===== config.mk =====
export PLATFORM = sky130hd
export DESIGN_NAME = node_select_multi
export DESIGN_NICKNAME = d
export VERILOG_FILES = /design/src/rtl/node_select_multi.sv
export SDC_FILE = /design/constraint.sdc
export NUM_CORES = 1
export LEC_CHECK = 0
export ABC_AREA = 1
export BUFFER_PORTS_ARGS = -buffer_cell sky130_fd_sc_hd__buf_4
export CORE_AREA = 2 2 86 88
export DETAILED_ROUTE_END_ITERATION = 16
export DIE_AREA = 0 0 88 90
export GPL_TIMING_DRIVEN = 0
export PLACE_DENSITY = 0.74
export SETUP_SLACK_MARGIN = 0.3
export SLEW_MARGIN = 20
export SYNTH_ARGS = -nofsm -noshare
export SYNTH_HDL_FRONTEND = slang
export SYNTH_SLANG_ARGS = --single-unit

===== constraint.sdc =====
create_clock -name clk -period 2.2 [get_ports clk]
set_input_delay 0.11 -clock clk [delete_from_list [all_inputs] [get_ports clk]]
set_output_delay 0.11 -clock clk [all_outputs]
set_load 0.02 [all_outputs]

===== src/rtl/node_select_multi.sv =====
`default_nettype none
// ============================================================================
// Module   : node_select_multi
// Purpose  : Collects NUM_PICK distinct node indices from the switches, one
//            per go press, and reports progress/errors on six HEX digits.
// Revision : 1.0 - initial release
// ============================================================================
module node_select_multi #(
    parameter int NODE_W   = 5,
    parameter int NUM_PICK = 2,
    parameter int MIN_PICK = 1,
    parameter int NO_DUP   = 1
) (
    input  logic                         clk,
    input  logic                         program_reset,
    input  logic                         start_process,
    input  logic                         go,
    input  logic                         input_over,
    input  logic [9:0]                   data_in,
    input  logic [NODE_W-1:0]            numNodes,
    output logic                         end_process,
    output logic [NUM_PICK*NODE_W-1:0]   picks,
    output logic [3:0]                   pick_count,
    output logic [NUM_PICK-1:0]          pick_valid,
    output logic [6:0]                   h0,
    output logic [6:0]                   h1,
    output logic [6:0]                   h2,
    output logic [6:0]                   h3,
    output logic [6:0]                   h4,
    output logic [6:0]                   h5,
    output logic [2:0]                   cs
);

    localparam logic [2:0] c_IDLE    = 3'd0;
    localparam logic [2:0] c_CLEAR   = 3'd1;
    localparam logic [2:0] c_PROMPT  = 3'd2;
    localparam logic [2:0] c_JUDGE   = 3'd3;
    localparam logic [2:0] c_ACCEPT  = 3'd4;
    localparam logic [2:0] c_INVALID = 3'd5;
    localparam logic [2:0] c_DONE    = 3'd6;

    localparam logic [6:0] c_BLANK = 7'h7F;
    localparam logic [6:0] c_SEG_P = 7'h0C;
    localparam logic [6:0] c_SEG_E = 7'h06;
    localparam logic [6:0] c_SEG_R = 7'h2F;
    localparam logic [6:0] c_SEG_D = 7'h21;
    localparam logic [6:0] c_SEG_N = 7'h2B;

    logic [2:0]                 r_state;
    logic                       r_go_q;
    logic [9:0]                 r_cand;
    logic [NUM_PICK*NODE_W-1:0] r_picks;
    logic [NUM_PICK-1:0]        r_pick_valid;
    logic [3:0]                 r_pick_count;
    logic [NODE_W-1:0]          r_last;
    logic [6:0]                 r_h0, r_h1, r_h2, r_h3, r_h4, r_h5;

    logic                       w_go_edge;
    logic                       w_hi_zero;
    logic                       w_in_range;
    logic                       w_dup;
    logic                       w_ok;
    logic [NODE_W-1:0]          w_shown;
    logic [3:0]                 w_tens;
    logic [3:0]                 w_units;
    logic [3:0]                 w_h4_val;
    logic [6:0]                 w_h0_nxt, w_h1_nxt, w_h2_nxt, w_h3_nxt, w_h4_nxt, w_h5_nxt;

    function automatic logic [6:0] f_seg(input logic [3:0] d);
        case (d)
            4'd0:    f_seg = 7'h40;
            4'd1:    f_seg = 7'h79;
            4'd2:    f_seg = 7'h24;
            4'd3:    f_seg = 7'h30;
            4'd4:    f_seg = 7'h19;
            4'd5:    f_seg = 7'h12;
            4'd6:    f_seg = 7'h02;
            4'd7:    f_seg = 7'h78;
            4'd8:    f_seg = 7'h00;
            4'd9:    f_seg = 7'h10;
            default: f_seg = c_BLANK;
        endcase
    endfunction

    assign w_go_edge  = go & ~r_go_q;
    assign w_hi_zero  = ((r_cand >> NODE_W) == 10'd0);
    assign w_in_range = (r_cand[NODE_W-1:0] < numNodes);

    always_comb begin
        w_dup = 1'b0;
        for (int k = 0; k < NUM_PICK; k++) begin
            if (r_pick_valid[k] && (r_picks[k*NODE_W +: NODE_W] == r_cand[NODE_W-1:0]))
                w_dup = 1'b1;
        end
    end

    assign w_ok = w_hi_zero && w_in_range && !((NO_DUP != 0) && w_dup);

    // In DONE the last accepted pick is echoed; otherwise the live switches.
    assign w_shown  = (r_state == c_DONE) ? r_last : data_in[NODE_W-1:0];
    assign w_tens   = 4'((w_shown / NODE_W'(10)) % NODE_W'(10));
    assign w_units  = 4'(w_shown % NODE_W'(10));
    assign w_h4_val = (r_state == c_DONE) ? r_pick_count : r_pick_count + 4'd1;

    always_comb begin
        w_h0_nxt = c_BLANK;
        w_h1_nxt = c_BLANK;
        w_h2_nxt = c_BLANK;
        w_h3_nxt = c_BLANK;
        w_h4_nxt = c_BLANK;
        w_h5_nxt = c_BLANK;
        if (r_state != c_IDLE && r_state != c_CLEAR) begin
            w_h5_nxt = c_SEG_P;
            w_h4_nxt = f_seg(w_h4_val);
            if (r_state == c_INVALID) begin
                w_h3_nxt = c_SEG_E;
                w_h2_nxt = c_SEG_R;
            end else if (r_state == c_DONE) begin
                w_h3_nxt = c_SEG_D;
                w_h2_nxt = c_SEG_N;
            end
            if (r_state == c_PROMPT || r_state == c_INVALID || r_state == c_DONE) begin
                w_h1_nxt = f_seg(w_tens);
                w_h0_nxt = f_seg(w_units);
            end
        end
    end

    always_ff @(posedge clk) begin
        if (!program_reset) begin
            r_state      <= c_IDLE;
            r_go_q       <= 1'b0;
            r_cand       <= 10'd0;
            r_picks      <= '0;
            r_pick_valid <= '0;
            r_pick_count <= 4'd0;
            r_last       <= '0;
            r_h0         <= c_BLANK;
            r_h1         <= c_BLANK;
            r_h2         <= c_BLANK;
            r_h3         <= c_BLANK;
            r_h4         <= c_BLANK;
            r_h5         <= c_BLANK;
        end else begin
            r_go_q <= go;
            r_h0   <= w_h0_nxt;
            r_h1   <= w_h1_nxt;
            r_h2   <= w_h2_nxt;
            r_h3   <= w_h3_nxt;
            r_h4   <= w_h4_nxt;
            r_h5   <= w_h5_nxt;
            // Dropping start_process abandons any entry in flight; picks stay.
            if (r_state != c_IDLE && !start_process) begin
                r_state <= c_IDLE;
            end else begin
                case (r_state)
                    c_IDLE: begin
                        if (start_process)
                            r_state <= c_CLEAR;
                    end
                    c_CLEAR: begin
                        r_picks      <= '0;
                        r_pick_valid <= '0;
                        r_pick_count <= 4'd0;
                        r_state      <= c_PROMPT;
                    end
                    c_PROMPT, c_INVALID: begin
                        if (w_go_edge) begin
                            r_cand  <= data_in;
                            r_state <= c_JUDGE;
                        end else if (input_over && (r_pick_count >= 4'(MIN_PICK))) begin
                            r_state <= c_DONE;
                        end
                    end
                    c_JUDGE: begin
                        r_state <= w_ok ? c_ACCEPT : c_INVALID;
                    end
                    c_ACCEPT: begin
                        for (int k = 0; k < NUM_PICK; k++) begin
                            if (r_pick_count == 4'(k)) begin
                                r_picks[k*NODE_W +: NODE_W] <= r_cand[NODE_W-1:0];
                                r_pick_valid[k]             <= 1'b1;
                            end
                        end
                        r_pick_count <= r_pick_count + 4'd1;
                        r_last       <= r_cand[NODE_W-1:0];
                        r_state      <= ((r_pick_count + 4'd1) == 4'(NUM_PICK)) ? c_DONE : c_PROMPT;
                    end
                    c_DONE: begin
                        r_state <= c_DONE;
                    end
                    default: begin
                        r_state <= c_IDLE;
                    end
                endcase
            end
        end
    end

    assign end_process = (r_state == c_DONE);
    assign picks       = r_picks;
    assign pick_count  = r_pick_count;
    assign pick_valid  = r_pick_valid;
    assign cs          = r_state;
    assign h0          = r_h0;
    assign h1          = r_h1;
    assign h2          = r_h2;
    assign h3          = r_h3;
    assign h4          = r_h4;
    assign h5          = r_h5;

endmodule
`default_nettype wire

## After elaboration in Yosys (flattened, before gate mapping)

Memory sizes are Yosys's and may differ from the RTL's. A register that Yosys moved wholly into a read port is not among the register bits.
Index checks and enable logic that the tools add are counted.

| operators by class | value |
|---|---|
| $add $sub $neg | 1 |
| div/mod/pow operators | 3 |
| $lt $le $gt $ge | 2 |
| equal/unequal tests | 15 |
| multiplexer cells | 22 |
| bitwise operators | 5 |
| reductions and logical operators | 30 |

Operators with widths:

| kind | number |
|---|---|
| $mux W7 | 5 |
| $pmux W10 S2 | 1 |
| $pmux W3 S6 | 1 |
| $mux W5 | 3 |
| $mux W3 | 4 |
| $reduce_and A3 Y1 | 4 |
| $eq A5 B5 Y1 | 2 |
| $logic_not A10 Y1 | 1 |
| $mod A5 B4 Y5 const B | 2 |
| $eq A3 B3 Y1 const B | 3 |
| $pmux W4 S2 | 1 |
| $reduce_and A2 Y1 | 4 |
| $logic_and A1 B1 Y1 | 7 |
| $eq A3 B2 Y1 const B | 2 |
| $ne A2 B2 Y1 const B | 3 |
| $div A5 B4 Y5 const B | 1 |
| $logic_not A1 Y1 | 5 |
| $lt A5 B5 Y1 | 1 |
| $mux W1 | 5 |
| $add A4 B1 Y4 const B | 1 |
| $eq A4 B1 Y1 const B | 1 |
| $eq A4 B2 Y1 const B | 1 |
| $ge A4 B1 Y1 const B | 1 |
| $logic_not A4 Y1 | 1 |
| other kinds (13) | 18 |

| word-level totals | value |
|---|---|
| bits in registers | 56 |
| bits in read-only memories | 336 |
| input bits | 20 |
| output and inout port bits | 62 |
| memories kept | 3 |

Memory list:

| name | depth | width | read ports | clocked after memory_dff | wr ports | line | source |
|---|---|---|---|---|---|---|---|
| (name not given) | 16 | 7 | 1 | 1 | 0 | 70 | `case (d)` |
| (name not given) | 16 | 7 | 1 | 1 | 0 | 70 |  |
| (name not given) | 16 | 7 | 1 | 1 | 0 | 70 |  |

## Longest topological paths before layout

| logic depth | value |
|---|---|
| word-level depth | 8 |
| mapped depth | 18 |
| gate-level depth less buffers | 17 |

## Worst setup path after synthesis

OpenSTA, ideal clock, no wires.

| timing | value |
|---|---|
| path kind | reg-to-reg |
| start | register r_state[2], in the netlist cs[2] |
| end | register r_h0[3], in the netlist h0[3] |
| setup time | 121 ps |
| data arrival time | 2263 ps |
| required time | 2079 ps |
| slack | -184 ps |
| cell stages (with the launch flop) | 18 |
| path buffers | 2 |
| period minus slack after synthesis | 2384 ps |
| cells stage by stage | dfxtp_1 buf_6 buf_6 nand4_1 nand2_2 nand3_1 nand2_1 inv_1 ha_1 nand2_2 nand3_4 nand2_1 nand2_1 ha_1 inv_1 nand2_1 nand3_1 nand3_1 |

| between the ends | value |
|---|---|
| word-level cells in the longest chain between the ends | 5 |
| elaborated cells between the ends (all ways) | 12 |
| those cells by class | 1 x div; 4 x eq/ne; 1 x mux; 6 x reduce/logical |

RTL lines:

| item | line | source |
|---|---|---|
| start: declaration | 49 | `logic [2:0] r_state;` |
| start signal: assignment | 131 | `r_state <= c_IDLE;` |
| start signal: assignment | 154 | `r_state <= c_IDLE;` |
| start signal: assignment | 159 | `r_state <= c_CLEAR;` |
| branches (longest 5 deep; another with $mod A5 B4 Y5) | n/a |  |
| end: declaration | 56 | `logic [6:0] r_h0, r_h1, r_h2, r_h3, r_h4, r_h5;` |

Several ways; the timed one is not identified.
A chain may end at the register's enable or synchronous reset.

## Worst setup path in the final report

| timing | value |
|---|---|
| start | register r_state[0], in the netlist cs[0] |
| end | register r_h0[2], in the netlist h0[2] |

Same word-level chain as after synthesis.

==> impl_results.md <==
- Outcome: finished, final reports clean
- Synth warnings: 0
- Tcrit/Tclk final: between 90 and 100%
- Ys flop type: dfxtp_1
- Die area: 7920 um^2
- Fin nets: 612
- Antenna viol nets, final: 0
- Area grow syn2layout: 49.2%
- Initial antenna violation count: 0
- Worst EP required: between 2 and 2.5 ns
- Synth Area in Compound Gates: approximately 15%
- Buf+Inv Stages, Crit Path: 6
- Largest net degree at the start of global routing: 11
- Crit Path Max Fanout: 8
- Post-Synthesis Cells: between 400 and 500
- Buffers on Ports: 75
- Initial core utilization: approximately 46%
- CTS buffer count: 9
- Detailed-route via count: about 3400
- Max rail drop VDD: 0.539 mV
- Row count: 31
- Core ar.: around 7000 um^2
- DRT Wirelength: ~9.5 mm
- Max Slew Vio Count: 0
- Netlist Area Pre-Place: 3260 um^2
- TritonCTS clock tree: built
- Setup violators final: 0
- CTS clk-pin slew, worst paths: approximately 0.070 ns
- Slew HR: 63.0%
- Hold WS: 0.0409 ns
- Final Hold Vio Count: 0
- Ant. Diodes: 0
- Synth top area cells: dfxtp_1 (36%), nand2_1 (8.1%), ha_1 (7.7%)
- Hpwl dp: between 5 and 6 mm
- First drt pass iteration count: 5
- Actual slew at the worst max-slew pin: 0.551 ns
- Synth top area share: between 30% and 40%
- Share of post-route cells with drive strength above 1: around 42%
- Register area share after synthesis: 36.3%
- Minimum clock period: between 2 and 2.5 ns
- Mean post-synth cell area: about 7.4 um^2
- Synth Area in Adders: under 10%
- First-pass GRT wire length: 14.3 mm
- Post-synth top cells: nand2_1 (70), inv_1 (65), dfxtp_1 (59), a21oi_1 (42), o21ai_0 (33)
- Slowest CP cell: dfxtp_4
- Delay-heaviest family, CP: buffers and inverters
- Mux share of post-synthesis cell area: 0%
- Crit-path max cell delay: ~0.37 ns
- Setup TNS: 0 ns
- RePlAce Congestion: between 0.8 and 0.9
- Synth area leader: dfxtp_1
- RSZ-0062 raised after global routing: true
- Yosys reg bits: 59
- Worst Skew: between 0.008 and 0.009 ns
- Leak: 2.18 nW
- Startpoint Class: register
- Achievable clock frequency: between 0.4 and 0.5 GHz
- Simple-gate share of the synthesized area: between 20% and 30%
- Post-synth EDFFs: 0
- Clk_lat worst skew: 0.35 ns
- Number of global-route vias before repair: around 3200
- Worst Path Arrival: about 2.4 ns
- Max-Cap Viols: 0
- DR iter-0 viols: roughly 160
- CTS sink count: 59
- Detail-routed via count per cell: around 5.0
- Die Span X: 88 um
- Synth Area in XOR/XNOR: under 10%
- Worst Setup End Kind: register
- Pwr Density: between 700 and 800 nW/um^2
- Ys async rst share: 0%
- Largest family of logic cells by synthesized area: simple AND/OR/NAND/NOR gates
- Residual DRC: 0
- Clock buffer depth: 2
- Unique masters post-synth: 39
- Total gr overflow: 0
- CTS root buffer: clkbuf_8
- Num ports: 82
- Crit Path Category: register to register
- Hold/Removal Path Class: input port to register
- Tot GR Track Use: 22.8%
- Cell Chain, Critical Path: inv_6 > nand3_4 > buf_8 > nand2_4 > nand2_4 > buf_4 > nand3_1 > nand2_1 > inv_2 > nand3_4 > buf_4 > nand2_4 > nand2_2 > buf_4 > nand3_2 > nand3_1
- DR WL/cell: between 10 and 15 um
- Top-count cell post-synth: nand2_1
- Height of the die: 90 um
- H-tree Lvls: 3
## placed cells by master, fill, tap and decap left out, types with 2 or more instances in the layout
cell type,synthesis,layout
o21ai_2,1,2
inv_2,3,9
nand2_4,2,16
nand3_4,2,4
dfxtp_4,0,3
buf_8,0,3
o2111ai_1,2,2
o21ai_4,0,3
inv_4,2,4
clkbuf_8,0,11
a21oi_2,1,2
conb_1,1,6
o22ai_1,5,5
nor3_1,3,2
nor2_1,21,17
xnor2_1,4,4
ha_2,0,4
clkbuf_1,5,8
clkinv_2,0,2
nand2_2,14,14
nand2_1,70,56
ha_4,0,5
a21oi_1,42,40
nor2_2,2,4
nand4_1,14,14
o21ai_0,33,28
nand3_2,0,7
nand3_1,27,18
nor2_4,1,3
buf_4,19,133
o21ai_1,2,3
inv_1,65,56
dfxtp_1,59,55
buf_6,4,3
ha_1,20,11
## final timing paths
| path | start | endpoint | slack (ns) | cells after the start |
|---|---|---|---|---|
| max | cs[0]$_SDFFE_PP0P_ | h0[2]$_SDFF_PN1_ | 0.04 | 16 |
| min | data_in[5] | r_cand[5]$_SDFFE_PN0P_ | 0.04 | 3 |
| max reg2reg | cs[0]$_SDFFE_PP0P_ | h0[2]$_SDFF_PN1_ | 0.04 | 16 |
| min reg2reg | r_cand[5]$_SDFFE_PN0P_ | r_cand[5]$_SDFFE_PN0P_ | 0.45 | 2 |
## worst reg2reg max path, cell delays in order (launching register included)
cell     delay, ns
dfxtp_4       0.37
inv_6         0.10
nand3_4       0.14
buf_8         0.16
nand2_4       0.05
nand2_4       0.05
buf_4         0.13
nand3_1       0.09
nand2_1       0.07
inv_2         0.14
nand3_4       0.13
buf_4         0.17
nand2_4       0.06
nand2_2       0.08
buf_4         0.15
nand3_2       0.07
nand3_1       0.07
## routing by layer
layer	vias to the layer above	wire length, um	share of wire [%]	GRT usage [%]
met5	-	0	0	0
li1	1670	-	-	-
met4	0	228	2.4	9.62
met1	1583	3770	40	27.3
met2	136	4960	52	39.5
met3	21	553	5.8	3.58
## logic make-up after synthesis
group	after synthesis
fa+ha+maj	20
flops	59
other cells	1
compound gates	91
simple gates	161
xor+xnor	6
buf+inv	101
## layout make-up
| class | instances | area, um^2 |
|---|---|---|
| Buffer | 30 | 230 |
| Clock buffer | 14 | 163 |
| Clock inverter | 2 | 10.0 |
| Fill cell | 560 | 2160 |
| Inverter | 71 | 285 |
| Multi-Input combinational cell | 284 | 1950 |
| Sequential cell | 59 | 1190 |
| Tap cell | 99 | 124 |
| Timing Repair Buffer | 117 | 901 |
## timing repair
item	4_1_cts	5_1_grt
hold endpoints to repair	1	0
endpoints found under the setup margin	15	53
gates resized for setup	35	58
pin swaps	20	24
hold buffers	1	0
setup buffers	19	22
## power by group
| group | switching [mW] | total [mW] | internal [mW] |
|---|---|---|---|
| logic | 0.920 | 1.57 | 0.650 |
| registers | 0.125 | 1.34 | 1.22 |
| clock network | 0.431 | 0.899 | 0.468 |
## sequential cells by signal, summed over array words and instances, names as in the netlist
signal and flops:
cs 3, h0 7, h1 6, h2 1
h3 2, h4 7, h5 1, pick_count 4
pick_valid 2, picks 10, r_cand 10, r_go_q 1
r_last 5
## stage by stage
| step | std cells | utilization, % | setup slack [ns] | power [mW] | cell area, um^2 |
|---|---|---|---|---|---|
| after floorplan | 444 | - | 0.0797 | 2.22 | 3330 |
| after global placement | 618 | 57.3 | -0.0172 | 2.61 | 4020 |
| after detailed placement | 618 | 57.3 | -0.0689 | 2.64 | 4020 |
| after CTS | 654 | 63.8 | 0.114 | 3.65 | 4480 |
| after global routing | 676 | 69.2 | -0.0502 | 4.01 | 4860 |
| final | 676 | 69.2 | 0.0434 | 3.81 | 4860 |
Power figures use the tool's default switching activity.
